### src/rtl/icache_line_fill.sv
// Instruction-cache line refill engine: turns a level-held miss request into one
// fixed-length read burst and assembles the returned words into a full cache line.
module icache_line_fill #(
    parameter int WORD  = 32,
    parameter int BEATS = 4
) (
    input  logic                    clk,
    input  logic                    rst,
    input  logic                    req_valid,
    input  logic [WORD-1:0]         req_addr,
    input  logic                    flush,
    output logic                    line_ready,
    output logic [WORD*BEATS-1:0]   line_data,
    output logic                    bus_arvalid,
    output logic [WORD-1:0]         bus_araddr,
    output logic [7:0]              bus_arlen,
    input  logic                    bus_arready,
    input  logic                    bus_rvalid,
    input  logic [WORD-1:0]         bus_rdata,
    input  logic                    bus_rlast,
    output logic                    bus_rready,
    output logic                    protocol_err
);

    localparam int            LINE  = WORD * BEATS;
    localparam int            CW    = (BEATS > 1) ? $clog2(BEATS) : 1;
    localparam int            OFF   = $clog2(LINE / 8);
    localparam logic [CW-1:0] LAST  = CW'(BEATS - 1);
    localparam logic [7:0]    ARLEN = 8'(BEATS - 1);

    typedef enum logic [2:0] {IDLE, ADDR, DATA, DONE, DRAIN} state_t;

    state_t          state;
    state_t          state_nxt;
    logic [CW-1:0]   cnt;
    logic            abort;
    logic [WORD-1:0] araddr_q;
    logic            arvalid_q;
    logic            rready_q;
    logic            perr_q;
    logic [LINE-1:0] line_q;
    logic            beat;
    logic            last_beat;
    logic            ar_hs;
    logic            unused_addr_bits;

    assign beat             = bus_rvalid && rready_q;
    assign last_beat        = beat && (cnt == LAST);
    assign ar_hs            = arvalid_q && bus_arready;
    assign unused_addr_bits = ^req_addr[OFF-1:0];

    always_ff @(posedge clk) begin
        if (rst) begin
            state <= IDLE;
        end else begin
            state <= state_nxt;
        end
    end

    always_comb begin
        state_nxt = state;
        case (state)
            IDLE: begin
                if (req_valid && !flush) begin
                    state_nxt = ADDR;
                end
            end
            // The address phase cannot be withdrawn; a flush only redirects
            // the burst into DRAIN once the slave has accepted it.
            ADDR: begin
                if (ar_hs) begin
                    state_nxt = (abort || flush) ? DRAIN : DATA;
                end
            end
            DATA: begin
                if (flush) begin
                    state_nxt = last_beat ? IDLE : DRAIN;
                end else if (last_beat) begin
                    state_nxt = DONE;
                end
            end
            DONE: begin
                state_nxt = IDLE;
            end
            DRAIN: begin
                if (last_beat) begin
                    state_nxt = IDLE;
                end
            end
            default: begin
                state_nxt = IDLE;
            end
        endcase
    end

    always_ff @(posedge clk) begin
        if (rst) begin
            cnt       <= '0;
            abort     <= 1'b0;
            arvalid_q <= 1'b0;
            rready_q  <= 1'b0;
            araddr_q  <= '0;
            line_q    <= '0;
            perr_q    <= 1'b0;
        end else begin
            // Bus handshake outputs are decoded from the next state so they
            // leave the block straight from flops.
            arvalid_q <= (state_nxt == ADDR);
            rready_q  <= (state_nxt == DATA) || (state_nxt == DRAIN);

            if (state == IDLE && state_nxt == ADDR) begin
                araddr_q <= {req_addr[WORD-1:OFF], {OFF{1'b0}}};
            end

            if (state == ADDR && state_nxt == ADDR) begin
                abort <= abort || flush;
            end else begin
                abort <= 1'b0;
            end

            if (state == ADDR) begin
                cnt <= '0;
            end else if (beat) begin
                cnt <= cnt + 1'b1;
            end

            if (state == DATA && beat && !flush) begin
                line_q[int'(cnt)*WORD +: WORD] <= bus_rdata;
            end

            // Completion never depends on rlast; a mismatch is only reported.
            if (beat && (bus_rlast != (cnt == LAST))) begin
                perr_q <= 1'b1;
            end
        end
    end

    assign line_ready   = (state == DONE) && !flush;
    assign line_data    = line_q;
    assign bus_arvalid  = arvalid_q;
    assign bus_araddr   = araddr_q;
    assign bus_arlen    = arvalid_q ? ARLEN : 8'd0;
    assign bus_rready   = rready_q;
    assign protocol_err = perr_q;

endmodule

### config.mk
export PLATFORM = sky130hd
export DESIGN_NAME = icache_line_fill
export DESIGN_NICKNAME = d
export VERILOG_FILES = /design/src/rtl/icache_line_fill.sv
export SDC_FILE = /design/constraint.sdc
export NUM_CORES = 1
export LEC_CHECK = 0
export CORE_UTILIZATION = 44
export DETAILED_ROUTE_END_ITERATION = 16
export PLACE_DENSITY_LB_ADDON = 0.1
export SYNTH_ARGS = -nofsm -noshare
export SYNTH_HDL_FRONTEND = slang
export SYNTH_SLANG_ARGS = --single-unit
### constraint.sdc
create_clock -name clk -period 2.45 [get_ports clk]
set_input_delay 0.49 -clock clk [delete_from_list [all_inputs] [get_ports clk]]
set_output_delay 0.49 -clock clk [all_outputs]
set_load 0.02 [all_outputs]
==> reports/results.tsv <==
metric	value	unit
area post-placement	8673	sq um
CTS Buf Count	17	
Cell Area, Synth	6336	sq um
outcome	complete, no violations	
WS Path Type	primary input to primary output	
post-synthesis sequential area ratio	0.5213	
Reg area	3303	sq um
most common library cells after synthesis	187 x nand2_1, 165 x dfxtp_1, 159 x a21oi_1, 133 x nand3_1, 36 x clkbuf_1	
R2R Setup Slk	0.50	ns
Slew HR	0.5412	
R2R Path End	line_data[45]	
first-pass GRT wire length	30170	um
Final HPWL DP	13700	um
gp weighted congestion	0.8277	
Leak	3.138	nW
vias per cell	5.305	
Setup-failing EPs final	0	
vias	6217	
Core ar.	13990	sq um
final core occ	0.6632	
DRC	0	
Slew @ Worst Pin	0.6882	ns
Yosys cell types	36	
row cnt	43	
DR WL/cell	16.54	um
number of port buffers	228	
Yosys reg bits	165	
largest net degree at the start of global routing	151	
Worst Skew	0.005830	ns
Final Hold Vio Count	0	
hold crit path type	primary input to flop	
Synth area leader	dfxtp_1	
Worst-path clk slew	0.06	ns
CP max FO	2	
# nets final	1055	
Syn. warnings	0	
power per standard cell area	624.5	nW/um^2
Clk Latency, worst-skew pair	0.42	ns
setup TNS	0	ns
Root Buffer	clkbuf_16	
total track usage	0.2647	
total grt overflow	0	
fill count	1147	
Peak Freq	499.0	MHz
Worst EP arrival	1.51	ns
die width	122	um
area grow syn2layout	46.43	%
I/O pins	243	
Mapped Avg Cell Area	8.261	sq um
fraction of registers with async set/reset	0	
unrepaired setup endpoints after global routing	false	
Mapped Cells	767	
period utilization	0.8180	
EDFF count, synth	0	
vias in the first global route	5907	
drt pass-1 iters	5	
max-slew violation count	0	
max cap viols	0	
initial drt markers	491	
postcts setup bufs	0	
Multi-input gate area	2569	sq um
Die Area	14880	sq um
CTS max path bufs	2	
top post-synthesis cells by area	dfxtp_1 52%, a21oi_1 13%, nand2_1 11%	
ANT nets after route	0	
Detailed Route WL	19390	um
CTS tree	built	
Max VDD drop	0.4043	mV
Initial Util	0.4530	
power consumption	5.793	mW
share of post-route cells with drive strength above 1	0.07560	
# diodes	0	
Worst R2R Path Depth	6	
CP startpoint kind	primary input	
Setup crit end kind	primary output	
Critical path origin	flush	
Primary FF master, synth	dfxtp_1	
worst path required time	1.96	ns
RR Startpoint	cnt[0]	
htree depth	4	
CTS Sinks	165	
initial antenna violation count	0	
count leader, synth	nand2_1	
worst hold margin	0.3329	ns
Final min period	2.004	ns
post-route design area	9278	sq um
Die Ht	122	um
Yosys top cell area share	0.5213	
crit path to	line_ready	
area by class of cell:
type,count,area share
Clock buffer,22,0.05111
Inverter,3,0.001214
Sequential cell,165,0.3560
Clock inverter,10,0.01376
Multi-Input combinational cell,531,0.2769
Timing Repair Buffer,261,0.2767
Tap cell,180,0.02428
how the worst min path moves through the flow:
stage	end	slack, ns	start	cells after the start
after global placement	line_data[8]	0.44	line_data[8]	2
after global routing	bus_araddr[28]	0.34	rst	2
after floorplan	state[1]	0.51	abort	2
after detailed placement	line_data[33]	0.44	line_data[33]	2
after CTS	bus_araddr[28]	0.32	rst	2
final	bus_araddr[24]	0.33	rst	2
sequential cells by signal, indices dropped and copies added (netlist names):
name,cells
bus_rready,1
cnt,2
state,3
protocol_err,1
bus_arvalid,1
line_data,128
bus_araddr,28
abort,1
critical path, stage by stage:
cell             delay, ns
clkdlybuf4s50_1       0.44
nor2_1                0.16
and3_2                0.19
dlymetal6s2s_1        0.23
cells by family after synthesis:
| group | synth area share |
|---|---|
| simple gates | 0.2470 |
| flops | 0.5213 |
| buf+inv | 0.08175 |
| fa+ha+maj | 0.009874 |
| mux | 0.001580 |
| compound gates | 0.1351 |
| other cells | 0.0005918 |
| xor+xnor | 0.002765 |
placed cells by master (no fill, tap or decap), drive strengths merged, types with 2 or more instances in the layout:
cell type and instances:
clkdlybuf4s50 226, nand2 187, dfxtp 165, a21oi 159
nand3 133, buf 34, clkbuf 22, conb 10
clkinv 6, and3 6, nor2 5, ha 5
nor3b 4, nor3 4, bufinv 3, inv 3
and2 2, and3b 2
power by group:
part | internal, mW | leakage [nW] | switching (mW)
sequential | 2.71 | 1.33 | 0.0176
combinational | 0.169 | 1.51 | 0.193
clock | 1.67 | 0.299 | 1.03
total | 4.55 | 3.14 | 1.24
per-layer routing:
metal | GRT usage | vias to the layer above | wire length [um]
li1 | - | 2989 | -
met1 | 0.3099 | 2915 | 7772
met2 | 0.4424 | 281 | 9505
met3 | 0.08427 | 32 | 1679
met4 | 0.1134 | 0 | 432
met5 | 0 | - | 0
timing repair:
action                     4_1_cts  5_1_grt
setup endpoints to repair        0        1
hold buffers                     0        0
gates resized for setup          0        1
metrics by stage:
step,setup slack [ns],cells
4_1_cts,0.04619,1172
6_report,0.4460,1172
3_3_place_gp,0.08029,1140
5_1_grt,0.3607,1172
3_5_place_dp,0.05714,1140
2_1_floorplan,0.6571,776
Note: power is estimated with default switching activity, not from simulation.
